$ cat src/rtl/_latch_tx.sv
`default_nettype none
// _latch_tx (rev 1.0): MSB-first serial transmitter with SETUP/STROBE/HOLD framing per bit for D-latch capture.
// Define LATCH_TX_PARITY_EN to append an even-parity bit after the data LSB.
module _latch_tx #(
  parameter int WIDTH = 8
) (
  input  logic             clk,
  input  logic             reset_n,
  input  logic             load_valid,
  input  logic [WIDTH-1:0] load_data,
  output logic             load_ready,
  output logic             d_out,
  output logic             strobe,
  output logic             busy,
  output logic             done
);

`ifdef LATCH_TX_PARITY_EN
  localparam int N = WIDTH + 1;
`else
  localparam int N = WIDTH;
`endif
  localparam int CW = $clog2(WIDTH + 1);
  localparam logic [CW-1:0] C_LAST = CW'(N - 1);

  typedef enum logic [2:0] {
    S_IDLE   = 3'd0,
    S_SETUP  = 3'd1,
    S_STROBE = 3'd2,
    S_HOLD   = 3'd3,
    S_DONE   = 3'd4
  } state_t;

  state_t         state_q, state_d;
  logic [N-1:0]   shift_q, shift_d;
  logic [CW-1:0]  cnt_q, cnt_d;
  logic           d_out_q, d_out_d;
  logic           strobe_q, strobe_d;
  logic           busy_q, busy_d;
  logic           done_q, done_d;
  logic           ready_q, ready_d;
  logic [N-1:0]   w_load_word;

`ifdef LATCH_TX_PARITY_EN
  assign w_load_word = {load_data, ^load_data};
`else
  assign w_load_word = load_data;
`endif

  always_comb begin
    state_d = state_q;
    shift_d = shift_q;
    cnt_d   = cnt_q;
    case (state_q)
      S_IDLE: begin
        if (load_valid) begin
          shift_d = w_load_word;
          cnt_d   = C_LAST;
          state_d = S_SETUP;
        end
      end
      S_SETUP:  state_d = S_STROBE;
      S_STROBE: state_d = S_HOLD;
      S_HOLD: begin
        if (cnt_q == '0) begin
          state_d = S_DONE;
        end else begin
          shift_d = shift_q << 1;
          cnt_d   = cnt_q - CW'(1);
          state_d = S_SETUP;
        end
      end
      S_DONE:   state_d = S_IDLE;
      default:  state_d = S_IDLE;
    endcase

    // Outputs are decoded from the next state so they come straight off flops;
    // the shift register only moves on HOLD->SETUP, keeping d_out still around strobe.
    ready_d  = (state_d == S_IDLE);
    busy_d   = (state_d != S_IDLE);
    strobe_d = (state_d == S_STROBE);
    done_d   = (state_d == S_DONE);
    d_out_d  = ((state_d == S_SETUP) || (state_d == S_STROBE) || (state_d == S_HOLD))
               ? shift_d[N-1] : 1'b0;
  end

  always_ff @(posedge clk or negedge reset_n) begin
    if (!reset_n) begin
      state_q  <= S_IDLE;
      shift_q  <= '0;
      cnt_q    <= '0;
      d_out_q  <= 1'b0;
      strobe_q <= 1'b0;
      busy_q   <= 1'b0;
      done_q   <= 1'b0;
      ready_q  <= 1'b1;
    end else begin
      state_q  <= state_d;
      shift_q  <= shift_d;
      cnt_q    <= cnt_d;
      d_out_q  <= d_out_d;
      strobe_q <= strobe_d;
      busy_q   <= busy_d;
      done_q   <= done_d;
      ready_q  <= ready_d;
    end
  end

  assign load_ready = ready_q;
  assign d_out      = d_out_q;
  assign strobe     = strobe_q;
  assign busy       = busy_q;
  assign done       = done_q;

endmodule
`default_nettype wire

$ cat config.mk
export PLATFORM = sky130hd
export DESIGN_NAME = _latch_tx
export DESIGN_NICKNAME = d
export VERILOG_FILES = /design/src/rtl/_latch_tx.sv
export SDC_FILE = /design/constraint.sdc
export NUM_CORES = 1
export LEC_CHECK = 0
export ABC_AREA = 1
export BUFFER_PORTS_ARGS = -buffer_cell sky130_fd_sc_hd__buf_4
export CAP_MARGIN = 20
export CORE_MARGIN = 2
export CORE_UTILIZATION = 48
export DETAILED_ROUTE_END_ITERATION = 8
export PLACE_DENSITY = 0.71
export SYNTH_ARGS = -nofsm -noshare
export SYNTH_HDL_FRONTEND = slang
export SYNTH_SLANG_ARGS = --single-unit
$ cat constraint.sdc
create_clock -name clk -period 1.34 [get_ports clk]
set_input_delay 0.067 -clock clk [delete_from_list [all_inputs] [get_ports clk]]
set_output_delay 0.067 -clock clk [all_outputs]
set_load 0.01 [all_outputs]
# Word-level counts from Yosys, hierarchy flattened
# Cells that the tools add are included.
op_classes:
  muxes: 10
  n_reduce_logical: 8
  n_eq_ne: 9
  n_addsub: 1
ops:
  columns: ["cell", "n"]
  rows:
  - ["two-way mux 8 bit", 2]
  - ["case mux 8 bit (2 select lines)", 1]
  - ["== test 3 x 2 -> 1 bit, second input constant", 4]
  - ["case mux 3 bit (4 select lines)", 1]
  - ["two-way mux 4 bit", 2]
  - ["case mux 4 bit (2 select lines)", 1]
  - ["== test 3 x 1 -> 1 bit, second input constant", 2]
  - ["logical NOT 3 bit", 2]
  - ["two-way mux 3 bit", 2]
  - ["logical NOT 4 bit", 1]
  - ["!= test 2 bit, second input constant", 2]
  - ["subtractor 4 x 1 -> 4 bit, second input constant", 1]
  - ["== test 3 bit, second input constant", 1]
  - ["AND reduction 3 bit", 1]
  - ["nonzero test 3 bit", 1]
  - ["logical OR 1 bit", 2]
  - ["nonzero test 2 bit", 1]
  - ["two-way mux 1 bit", 1]
word_totals:
  inputBits: 11
  wordCells: 37
  out_inout_bits: 5
  regBits: 20

# Depth between registers and ports, before layout
# Gate-level depths: netlist of run 1.
depth:
  ltp_word: 7
  mapped_depth: 9
  mapped_depth_nobuf: 8

# Worst setup path after synthesis of run 1
# OpenSTA, ideal clock, no wires.
synth_path:
  path_kind: "register -> register"
  start: "reg cnt_q[0]"
  end: "reg cnt_q[2]"
  required_time_ns: 1.214
  period_less_slack_ns: 1.338
  stages_incl_launch_ff: 9
  setup_ns: 0.126
  arrival_time_ns: 1.212
  slack_ns: 0.002
  n_path_buf: 1
  path_cell_list: "dfrtp_1 inv_1 ha_1 nand2_1 nor2_1 nand2_4 nand3_2 buf_6 o21ai_0"
synth_via:
  elab_chain_len: 3
  elab_cells_between_ends: 6
  cone_classes: "add/sub: 1; eq/ne: 1; mux: 2; reduce/logical: 2"
synth_rtl:
  columns: ["item", "line_no", "rtl"]
  rows:
  - ["start: declaration", "36", "logic [CW-1:0] cnt_q, cnt_d;"]
  - ["start signal: assignment", "100", "cnt_q <= cnt_d;"]
  - ["subtractor 4 x 1 -> 4 bit / logical NOT 4 bit (equally long branches)", "69, 65", null]
  - ["two-way mux 4 bit / != test 2 bit (equally long branches)", null, null]
  - ["case mux 4 bit (2 select lines) / AND reduction 3 bit (equally long branches)", null, null]
# Several ways; a longest one is shown, not always the timed one. The select of a mux whose other input is x is not followed.
# A chain may end at the register's enable or synchronous reset.

# Final worst setup path of run 1
layout_path:
  start: "reg cnt_q[0]"
  end: "reg cnt_q[3]"
# Same word-level chain as after synthesis.

==> implementation parameters, run 1 <==
Parameter                              Value

Place
  Pre-CTS WS ... -45.3 ps
  Number of port buffers ... 15
  Post-detailed-placement half-perimeter wirelength ... 1400 um
  Final RePlAce weighted congestion ... 0.747

Setup path
  Critical Path Start Type ... flop
  Largest fanout of any net on the critical path ... 6
  Type of the worst setup path ... flop to flop
  Slowest CP cell ... sky130_fd_sc_hd__dfrtp_1
  CP arrival ... 1490 ps
  Req. time, crit path ... 1540 ps
  Worst setup startpoint ... cnt_q[0]
  Critical path's largest stage delay ... 400 ps
  Critical-path cell list ... inv_1, ha_2, nand2_1, nor2_2, nand2_4, nand3_2, o21ai_0
  Cell family with the largest share of critical-path delay ... simple AND/OR/NAND/NOR gates
  Critical path capture point type ... flop
  FF-to-FF Start ... cnt_q[0]
  Buffers plus inverters on the worst setup path ... 1

STA
  Clock skew after layout ... 6.97 ps
  Final hold viol count ... 0
  Crit path time final ... 1280 ps
  Maximum clock frequency ... 0.779 GHz
  Max Transition Viols Final ... 0
  Final worst-path cycle share ... 95.8%
  Slew margin rel. ... 82.9%
  RSZ-0062 raised after global routing ... true
  Worst slack on hold paths ... 14.0 ps
  Summed negative setup slack over all endpoints ... 0 ps
  Final-report setup violation count ... 0
  Worst setup slack after layout ... 56.4 ps
  Transition time at the pin with the least slew margin ... 257 ps

Power and ir drop
  Switching Share ... 39.4%
  Logic gate share of total power ... 47.6%
  Net load switching power ... 1.13 mW
  Power density over cell area ... 2190 mW/mm2
  Peak VDD IR ... 1.14 mV
  Power Internal ... 1.74 mW
  Reported leakage power ... 0.751 nW
  Clock network fraction of total power ... 17.5%
  Register share of total power ... 34.9%

Yosys
  Most frequently used flop master after synthesis ... sky130_fd_sc_hd__dfrtp_1
  Top cells by count, synth ... sky130_fd_sc_hd__nand2_1 (44), sky130_fd_sc_hd__inv_1 (22), sky130_fd_sc_hd__dfrtp_1 (19)
  Fraction of synthesized cell area in xor and xnor cells ... 0.908%
  Gate count after technology mapping ... 123
  Sequential fraction of the synthesis area ... 52.0%
  Flip-flop and latch count after synthesis ... 20
  Top cells by area in the synthesized netlist ... sky130_fd_sc_hd__dfrtp_1 (49%), sky130_fd_sc_hd__nand2_1 (17%), sky130_fd_sc_hd__nand3_1 (8.8%)
  Number of synthesized flops with an enable pin ... 0
  Area fraction in compound gates after synthesis ... 3.24%
  Simple-gate share of the synthesized area ... 32.8%
  Mapped Avg Cell Area ... 7.84 um2
  FFs w/ async S/R, synth ... 100%
  Post-synthesis mux area share ... 0%
  Number of nets produced by synthesis ... 135
  Most frequent cell after synthesis ... sky130_fd_sc_hd__nand2_1
  Combined area of all synthesized cells ... 965 um2
  Main combinational cell family by area after synthesis ... simple AND/OR/NAND/NOR gates
  Synth unique cells ... 17
  Leading area contributor after synthesis ... sky130_fd_sc_hd__dfrtp_1
  Adder and majority cell fraction of the synthesized area ... 1.30%
  Yosys warns ... 0
  Share of the synthesized area in the top cell type ... 49.3%

Floorplan
  Number of ports placed on the die boundary ... 16
  Chip Height ... 48.8 um
  Width of the die ... 48.8 um
  Die area ... 0.00238 mm2
  Core region area ... 0.00192 mm2
  Placement Rows ... 16
  Starting density of the core ... 50.2%

CTS
  Clock buffer depth ... 2
  Level count of the clock H-tree ... 1
  Source-to-sink clock delay at the later pin of the worst-skew pair ... 310 ps
  Number of sinks on the clock net ... 20
  Clock transition at the registers of the reported paths ... 120 ps
  TritonCTS clock tree ... built
  Clock buffers created by TritonCTS ... 3
  Cell chosen for the clock root ... sky130_fd_sc_hd__clkbuf_4

Drt
  Final routed wirelength across all metal layers ... 2100 um
  Final ANT Viol Nets ... 0
  First-pass detailed-route iteration total ... 4
  Violation count after the first detailed-routing iteration ... 36
  Average routed wire per standard cell ... 11.4 um
  Post-route DRC violation count ... 0
  DR vias/cell ... 4.92
  Total number of vias ... 901

Global route
  Number of global-route vias before repair ... 838
  Global-route wire length before repair ... 3440 um
  Number of antenna violations at the first check in global routing ... 0
  Global-route met1 utilization ... 20.6%
  Global-route usage over all layers ... 18.1%
  Met2 usage in global routing ... 34.2%
  Largest net degree at the start of global routing ... 21
  Overflow left after global routing ... 0
  GR Util met3 ... 2.76%
  Gr busiest metal ... met2

Final layout
  Relative area change from synthesis to final layout ... 35.3%
  Antenna Cells ... 0
  Post-layout nets ... 169
  Fraction of final layout cells sized beyond drive strength 1 ... 30.1%

Outcome
  Status ... complete, no violations

Run
  Number of violations of the max-capacitance limit ... 0

Worst hold path
  Startpoint of the lowest-slack hold path ... load_valid
  Hold crit path type ... input pin to flop
[state kept, by name (all words and copies together) (netlist names)]
signal,flops
shift_q,8
load_ready,1
d_out,1
busy,1
state_q,3
cnt_q,4
done,1
strobe,1
[worst register-to-register path, delay by kind of cell (launching register included)]
family          cells  cell delay (ps)
flops               1              400
buf+inv             1               80
simple gates        4              420
compound gates      1               90
fa+ha+maj           1              200
[worst paths after layout]
check	cells past startpoint	endpoint	slack, ps
worst min-delay path	3	state_q[0]	10
worst max-delay path	7	cnt_q[3]	60
min in group asynchronous	2	state_q[2]	150
worst min register to register	2	shift_q[0]	480
max in group asynchronous	2	load_ready	920
worst max register to register	7	cnt_q[3]	60
[metrics by stage]
step | area (um2) | util [%] | power, mW | cells
finish | 1310 | 67.9 | 2.86 | 183
global route | 1310 | 67.9 | 3.11 | 183
CTS | 1260 | 65.8 | 2.73 | 181
detailed placement | 1180 | 61.5 | 2.19 | 175
global placement | 1180 | 61.5 | 2.14 | 175
floorplan | 965 | - | 1.77 | 123
[layout by cell type (no fill, tap or decap), types with 2 or more instances in the layout]
master | netlist | layout
sky130_fd_sc_hd__buf_4 | 0 | 27
sky130_fd_sc_hd__clkbuf_4 | 0 | 3
sky130_fd_sc_hd__dfrtp_1 | 19 | 17
sky130_fd_sc_hd__dfrtp_2 | 0 | 2
sky130_fd_sc_hd__dlygate4sd3_1 | 0 | 2
sky130_fd_sc_hd__inv_1 | 22 | 19
sky130_fd_sc_hd__inv_2 | 0 | 3
sky130_fd_sc_hd__nand2_1 | 44 | 43
sky130_fd_sc_hd__nand3_1 | 17 | 15
sky130_fd_sc_hd__nand3_2 | 1 | 3
sky130_fd_sc_hd__nor2_1 | 6 | 5
sky130_fd_sc_hd__o21ai_0 | 4 | 2
sky130_fd_sc_hd__o21ai_1 | 0 | 2
[logic make-up after synthesis]
kind of cell    Yosys count
buf+inv                  23
simple gates             72
flops                    20
xor+xnor                  1
compound gates            6
fa+ha+maj                 1
[layer usage]
metal  wire length (um)  part of all wire, %
met1                838                   40
met2               1150                   55
met3                 84                  4.0
met4                 27                  1.3
met5                  0                    0
[timing repair]
item	CTS	global route
buffers inserted	0	1
cloned	0	1
endpoints found under the hold margin	21	0
hold buffers	2	0
setup endpoints to repair	11	12
gates resized for setup	2	12
pin swaps	0	1
[final cells by class]
cell class              instances  area [um2]
fillers                       181         617
flip-flops and latches         20         504
multi-input cells              81         409
repair buffers                 29         223
inverters                      22        82.6
well taps                      27        33.8
clock inverters                 1        30.0
clock buffers                   3        22.5
[power by group through the flow]
| stage | clock, mW | sequential, mW | combinational [mW] |
|---|---|---|---|
| 2_1_floorplan | 0 | 0.999 | 0.769 |
| 3_3_place_gp | 0 | 0.983 | 1.15 |
| 3_5_place_dp | 0 | 0.993 | 1.19 |
| 4_1_cts | 0.502 | 0.980 | 1.25 |
| 5_1_grt | 0.527 | 1.03 | 1.55 |
| 6_report | 0.500 | 1.00 | 1.36 |
Power figures use the tool's default switching activity.
==> run 2: changes to the inputs <==
--- a/config.mk
+++ b/config.mk
@@ -9,9 +9,10 @@
 export BUFFER_PORTS_ARGS = -buffer_cell sky130_fd_sc_hd__buf_4
 export CAP_MARGIN = 20
 export CORE_MARGIN = 2
-export CORE_UTILIZATION = 48
+export CORE_UTILIZATION = 51
+export CTS_BUF_LIST = sky130_fd_sc_hd__clkbuf_4
 export DETAILED_ROUTE_END_ITERATION = 8
-export PLACE_DENSITY = 0.71
+export PLACE_DENSITY = 0.75
 export SYNTH_ARGS = -nofsm -noshare
 export SYNTH_HDL_FRONTEND = slang
 export SYNTH_SLANG_ARGS = --single-unit
==> implementation parameters, run 2 (synthesis gave the netlist of run 1 again) <==
Parameter                              Value

Outcome
  Status ... complete, no violations

Floorplan
  Chip Height ... 47.5 um (-2.7%)
  Width of the die ... 47.5 um (-2.7%)
  Number of ports placed on the die boundary ... 16 (unchanged)
  Core region area ... 0.00175 mm2 (-9.2%)
  Placement Rows ... 15 (-1)
  Die area ... 0.00226 mm2 (-5.4%)
  Starting density of the core ... 55.3% (+5.1 points)

Power and ir drop
  Logic gate share of total power ... 49.1% (+1.5 points)
  Register share of total power ... 38.7% (+3.8 points)
  Net load switching power ... 1.08 mW (-3.9%)
  Clock network fraction of total power ... 12.3% (-5.2 points)
  Power density over cell area ... 2060 mW/mm2 (-6.3%)
  Peak VDD IR ... 1.07 mV (-5.7%)
  Reported leakage power ... 0.721 nW (-3.9%)
  Switching Share ... 41.7% (+2.3 points)
  Power Internal ... 1.52 mW (-13%)

Final layout
  Max FFs per register ... 8 (unchanged)
  Post-route standard cell area excluding fillers ... 0.00126 mm2 (-3.2%)
  Layout fillers ... 138 (-24%)
  Fraction of final layout cells sized beyond drive strength 1 ... 27.5% (-2.7 points)
  Register bank with the most flops ... shift_q
  Most frequent cells in the layout ... sky130_fd_sc_hd__nand2_1 (42), sky130_fd_sc_hd__buf_4 (24), sky130_fd_sc_hd__inv_1 (20)
  Antenna Cells ... 0 (unchanged)
  Relative area change from synthesis to final layout ... 31.0%
  Commonest non-fill, non-tap cell in the layout ... sky130_fd_sc_hd__nand2_1
  Largest registers ranked by flip-flop count ... shift_q (8), cnt_q (4), state_q (3)
  Post-layout nets ... 166 (-1.8%)
  Final instance count without filler cells ... 178 (-2.7%)

CTS
  Clock buffers created by TritonCTS ... 3 (unchanged)
  Cell chosen for the clock root ... sky130_fd_sc_hd__clkbuf_4
  Clock transition at the registers of the reported paths ... 120 ps (about the same)
  Source-to-sink clock delay at the later pin of the worst-skew pair ... 300 ps (about the same)
  TritonCTS clock tree ... built
  Clock buffer depth ... 2 (unchanged)
  Number of sinks on the clock net ... 20 (unchanged)
  Level count of the clock H-tree ... 1 (unchanged)

Place
  Cell count after placement ... 171 (-2.3%)
  Post-detailed-placement half-perimeter wirelength ... 1310 um (-6.1%)
  Pre-CTS WS ... -50.0 ps (-4.73 ps)
  Placed Instance Area ... 0.00116 mm2 (-1.5%)
  Final RePlAce weighted congestion ... 0.773 (+3.5%)
  Number of port buffers ... 15 (unchanged)

Global route
  Global-route wire length before repair ... 3080 um (-11%)
  Overflow left after global routing ... 0 (unchanged)
  Global-route usage over all layers ... 19.4% (+1.3 points)
  Largest net degree at the start of global routing ... 21 (unchanged)
  Number of antenna violations at the first check in global routing ... 0 (unchanged)
  Number of global-route vias before repair ... 754 (-10%)

Setup path
  Critical path capture point type ... flop
  Depth of the most critical reg-to-reg path ... 7 (unchanged)
  Critical path's largest stage delay ... 420 ps (+20 ps)
  Critical Path Start Type ... flop
  Slowest CP cell ... sky130_fd_sc_hd__dfrtp_1
  Largest fanout of any net on the critical path ... 6 (unchanged)
  Req. time, crit path ... 1530 ps (about the same)
  Type of the worst setup path ... flop to flop
  Critical-path cell list ... inv_2, ha_4, nand2_1, nor2_2, nand2_4, nand3_2, o21ai_0
  CP arrival ... 1450 ps (-40 ps)

Worst hold path
  Hold crit path type ... input pin to flop
  Number of cells traversed by the worst hold path ... 3 (unchanged)

STA
  Transition time at the pin with the least slew margin ... 260 ps (+2.56 ps)
  Slew margin rel. ... 82.7% (-0.17 points)
  RSZ-0062 raised after global routing ... true
  Crit path time final ... 1270 ps (-16.9 ps)
  Clock skew after layout ... 9.17 ps (+2.19 ps)
  Final worst-path cycle share ... 94.5% (-1.3 points)
  Final hold viol count ... 0 (unchanged)
  Max Transition Viols Final ... 0 (unchanged)
  Maximum clock frequency ... 0.789 GHz (+1.3%)
  Worst setup slack after layout ... 73.3 ps (+16.9 ps)
  Final-report setup violation count ... 0 (unchanged)
  Summed negative setup slack over all endpoints ... 0 ps (unchanged)

Run
  Number of violations of the max-capacitance limit ... 0 (unchanged)

Drt
  DR vias/cell ... 4.90 (-0.39%)
  Average routed wire per standard cell ... 10.8 um (-5.2%)
  Final ANT Viol Nets ... 0 (unchanged)
  First-pass detailed-route iteration total ... 4 (unchanged)
  Violation count after the first detailed-routing iteration ... 25 (-31%)
  Final routed wirelength across all metal layers ... 1930 um (-7.8%)
  Post-route DRC violation count ... 0 (unchanged)
  Total number of vias ... 873 (-3.1%)
-- run 2: cell types whose count changed in the layout (fill, tap and decap cells not counted), sizes merged --
cell	delta
buf	-3
clkbuf	+1
bufinv	-1
-- run 2: metal layers --
layer,share of wire (%),GRT usage (%),up-vias
met5,0,0,-
li1,-,-,442
met2,51,33.8,26
met3,5.7,2.26,2
met1,43,24.0,403
met4,0.67,8.33,0
-- run 2: worst paths after layout --
check                            from  slack, ps          to
setup reg to reg             cnt_q[0]         70    cnt_q[3]
min in group asynchronous     reset_n        170        busy
hold / removal             load_valid          8  state_q[0]
max in group asynchronous     reset_n        900  load_ready
setup / recovery             cnt_q[0]         70    cnt_q[3]
hold reg to reg            shift_q[6]        490  shift_q[6]
-- run 2: metrics by stage --
stage,util [%],hold WS (ps),power (mW)
after CTS,70.2,8.51,2.48
final,72.4,7.76,2.60
after global routing,72.4,47.7,2.86
after detailed placement,66.7,-43.0,2.13
after global placement,66.7,-42.1,2.09
after floorplan,-,-229,1.77
-- run 2: final cells by class --
type	count	area, um2	area share (%)
timing repair buffer	26	200	15.8
clock buffer	4	30.0	2.38
sequential	20	503	39.8
inverter	22	82.6	6.53
multi-input combinational	81	417	33.0
tap	25	31.3	2.48
-- run 2: power groups by stage --
stage / clock, mW / combinational, mW / sequential, mW
after floorplan: 0 / 0.769 / 0.999
after global placement: 0 / 1.10 / 0.996
after detailed placement: 0 / 1.12 / 1.00
after CTS: 0.322 / 1.16 / 0.990
after global routing: 0.343 / 1.47 / 1.04
final: 0.319 / 1.28 / 1.00
-- run 2: timing repair --
item / CTS / global route
endpoints found under the hold margin: 21 / 0
endpoints found under the setup margin: 11 / 11
cloned: 0 / 1
gates resized for setup: 2 / 10
pin swaps: 0 / 2
hold buffers: 2 / 0
setup buffers: 0 / 0
-- run 2: worst max-delay path: cells and delay by family, from the launching register on --
kind            cells  cell delay, ps
simple gates        4             450
flops               1             420
compound gates      1              90
buf+inv             1              80
fa+ha+maj           1             130
==> run 3: changes to the inputs <==
--- a/config.mk
+++ b/config.mk
@@ -9,10 +9,10 @@
 export BUFFER_PORTS_ARGS = -buffer_cell sky130_fd_sc_hd__buf_4
 export CAP_MARGIN = 20
 export CORE_MARGIN = 2
-export CORE_UTILIZATION = 51
+export CORE_UTILIZATION = 57
 export CTS_BUF_LIST = sky130_fd_sc_hd__clkbuf_4
 export DETAILED_ROUTE_END_ITERATION = 8
-export PLACE_DENSITY = 0.75
+export PLACE_DENSITY_LB_ADDON = 0.08
 export SYNTH_ARGS = -nofsm -noshare
 export SYNTH_HDL_FRONTEND = slang
 export SYNTH_SLANG_ARGS = --single-unit
==> constraint.sdc (replaced) <==
create_clock -name clk -period 1.4 [get_ports clk]
set_input_delay 0.07 -clock clk [delete_from_list [all_inputs] [get_ports clk]]
set_output_delay 0.07 -clock clk [all_outputs]
set_load 0.01 [all_outputs]
==> implementation parameters, run 3 (synthesis gave the netlist of run 1 again) <==
Parameter                              Value

Place
  Final RePlAce weighted congestion ... 0.810 (+4.7%)
  Pre-CTS WS ... -17.4 ps (+32.6 ps)
  Post-detailed-placement half-perimeter wirelength ... 1480 um (+12%)
  Number of port buffers ... 15 (unchanged)
  Placed Instance Area ... 0.00114 mm2 (-2.3%)

CTS
  Clock buffers created by TritonCTS ... 3 (unchanged)
  Cell chosen for the clock root ... sky130_fd_sc_hd__clkbuf_4
  Source-to-sink clock delay at the later pin of the worst-skew pair ... 290 ps (about the same)
  Clock transition at the registers of the reported paths ... 110 ps (about the same)
  Level count of the clock H-tree ... 1 (unchanged)
  Number of sinks on the clock net ... 20 (unchanged)
  Clock buffer depth ... 2 (unchanged)
  TritonCTS clock tree ... built

Drt
  DR vias/cell ... 5.16 (+5.2%)
  First-pass detailed-route iteration total ... 4 (unchanged)
  Total number of vias ... 867 (-0.69%)
  Post-route DRC violation count ... 0 (unchanged)
  Final routed wirelength across all metal layers ... 2210 um (+15%)
  Violation count after the first detailed-routing iteration ... 35 (+40%)
  Final ANT Viol Nets ... 0 (unchanged)
  Average routed wire per standard cell ... 13.2 um (+21%)

STA
  Worst slack on hold paths ... 41.0 ps (+33.2 ps)
  Slew margin rel. ... 82.7% (about the same)
  Transition time at the pin with the least slew margin ... 258 ps (-1.50 ps)
  Final hold viol count ... 0 (unchanged)
  Worst setup slack after layout ... 70.4 ps (-2.89 ps)
  Final-report setup violation count ... 0 (unchanged)
  Crit path time final ... 1330 ps (+62.9 ps)
  Maximum clock frequency ... 0.752 GHz (-4.7%)
  Final worst-path cycle share ... 95.0% (+0.44 points)
  Clock skew after layout ... 1.10 ps (-8.06 ps)
  Max Transition Viols Final ... 0 (unchanged)

Power and ir drop
  Total power ... 2.50 mW (-3.6%)
  Reported leakage power ... 0.720 nW (-0.25%)
  Power density over cell area ... 2030 mW/mm2 (-1.3%)
  Peak VDD IR ... 1.20 mV (+12%)

Worst hold path
  Startpoint of the lowest-slack hold path ... load_data[6]
  Worst Hold Path EP ... shift_q[6]
  Hold crit path type ... input pin to flop
  Number of cells traversed by the worst hold path ... 5 (+2)

Floorplan
  Placement Rows ... 14 (-1)
  Die area ... 0.00204 mm2 (-9.7%)
  Number of ports placed on the die boundary ... 16 (unchanged)
  Chip Height ... 45.1 um (-4.9%)
  Core region area ... 0.00154 mm2 (-12%)
  Starting density of the core ... 62.6% (+7.3 points)
  Width of the die ... 45.1 um (-4.9%)

Setup path
  CP arrival ... 1520 ps (+70 ps)
  Worst setup startpoint ... cnt_q[1]
  Critical path capture point type ... flop
  FF-to-FF Start ... cnt_q[1]
  Req. time, crit path ... 1590 ps (+60 ps)
  Setup slack on the worst flop-to-flop path ... 70 ps (about the same)
  Critical Path Start Type ... flop
  Type of the worst setup path ... flop to flop
  Depth of the most critical reg-to-reg path ... 7 (unchanged)
  Largest fanout of any net on the critical path ... 6 (unchanged)
  Endpoint of the lowest-slack register-to-register path ... cnt_q[1]

Run
  Number of violations of the max-capacitance limit ... 0 (unchanged)

Global route
  Number of antenna violations at the first check in global routing ... 0 (unchanged)
  Largest net degree at the start of global routing ... 21 (unchanged)
  Global-route wire length before repair ... 3350 um (+8.7%)
  Overflow left after global routing ... 0 (unchanged)
  Global-route usage over all layers ... 22.6% (+3.2 points)
  Number of global-route vias before repair ... 848 (+12%)

Final layout
  Layout fillers ... 102 (-26%)
  Layout Utilization ... 80.0% (+7.6 points)
  Post-route standard cell area excluding fillers ... 0.00123 mm2 (-2.4%)
  Largest registers ranked by flip-flop count ... shift_q (8), cnt_q (4), state_q (3)
  Antenna Cells ... 0 (unchanged)
  Fraction of final layout cells sized beyond drive strength 1 ... 23.7% (-3.8 points)
  Relative area change from synthesis to final layout ... 27.9%
  Commonest non-fill, non-tap cell in the layout ... sky130_fd_sc_hd__nand2_1
  Register bank with the most flops ... shift_q
  Max FFs per register ... 8 (unchanged)
  Post-layout nets ... 165 (-0.60%)
  Most frequent cells in the layout ... sky130_fd_sc_hd__nand2_1 (42), sky130_fd_sc_hd__buf_4 (23), sky130_fd_sc_hd__inv_1 (22)

Outcome
  Status ... complete, no violations
==> run 3: metrics by stage <==
step / cells / setup TNS (ps)
after floorplan: 123 / 0
after global placement: 160 / 0
after detailed placement: 160 / -51.8
after CTS: 166 / 0
after global routing: 168 / -57.7
final: 168 / 0
==> run 3: repair_timing <==
action,4_1_cts,5_1_grt
pin swaps,0,2
resized for setup,1,6
hold buffers,2,0
setup buffers,0,1
setup endpoints to repair,9,12
hold endpoints to repair,21,0
cloned,0,1
==> run 3: how the worst max path moves through the flow <==
stage / end / slack (ps) / cells past startpoint
6_report: cnt_q[1] / 70 / 7
5_1_grt: cnt_q[3] / -30 / 8
4_1_cts: cnt_q[2] / 30 / 8
3_5_place_dp: cnt_q[2] / -20 / 7
3_3_place_gp: cnt_q[0] / 40 / 7
2_1_floorplan: cnt_q[2] / 60 / 8
==> run 3: layer usage <==
metal | GRT usage [%] | part of all wire [%]
met1 | 25.5 | 44
met2 | 42.3 | 51
met3 | 2.40 | 3.0
met4 | 9.41 | 1.9
met5 | 0 | 0
==> run 3: report_power, final <==
| group | switching (mW) | internal, mW |
|---|---|---|
| sequential | 0.146 | 0.810 |
| clock | 0.168 | 0.130 |
| combinational | 0.749 | 0.501 |
| total | 1.06 | 1.44 |
==> run 3: final cells by class <==
type | instances | area (um2) | share of cell area (%)
Multi-Input combinational cell | 81 | 407 | 33.0
Sequential cell | 20 | 502 | 40.7
Timing Repair Buffer | 25 | 193 | 15.6
Clock buffer | 4 | 30.0 | 2.43
Tap cell | 16 | 20.0 | 1.62
Inverter | 22 | 82.6 | 6.69
==> run 3: worst max-delay path, stage by stage, from the launching register on <==
cell,delay (ps)
sky130_fd_sc_hd__dfrtp_1,400
sky130_fd_sc_hd__inv_1,120
sky130_fd_sc_hd__ha_4,170
sky130_fd_sc_hd__nand2_1,80
sky130_fd_sc_hd__nor2_2,130
sky130_fd_sc_hd__nand2_4,90
sky130_fd_sc_hd__nand3_2,150
sky130_fd_sc_hd__a21oi_1,80
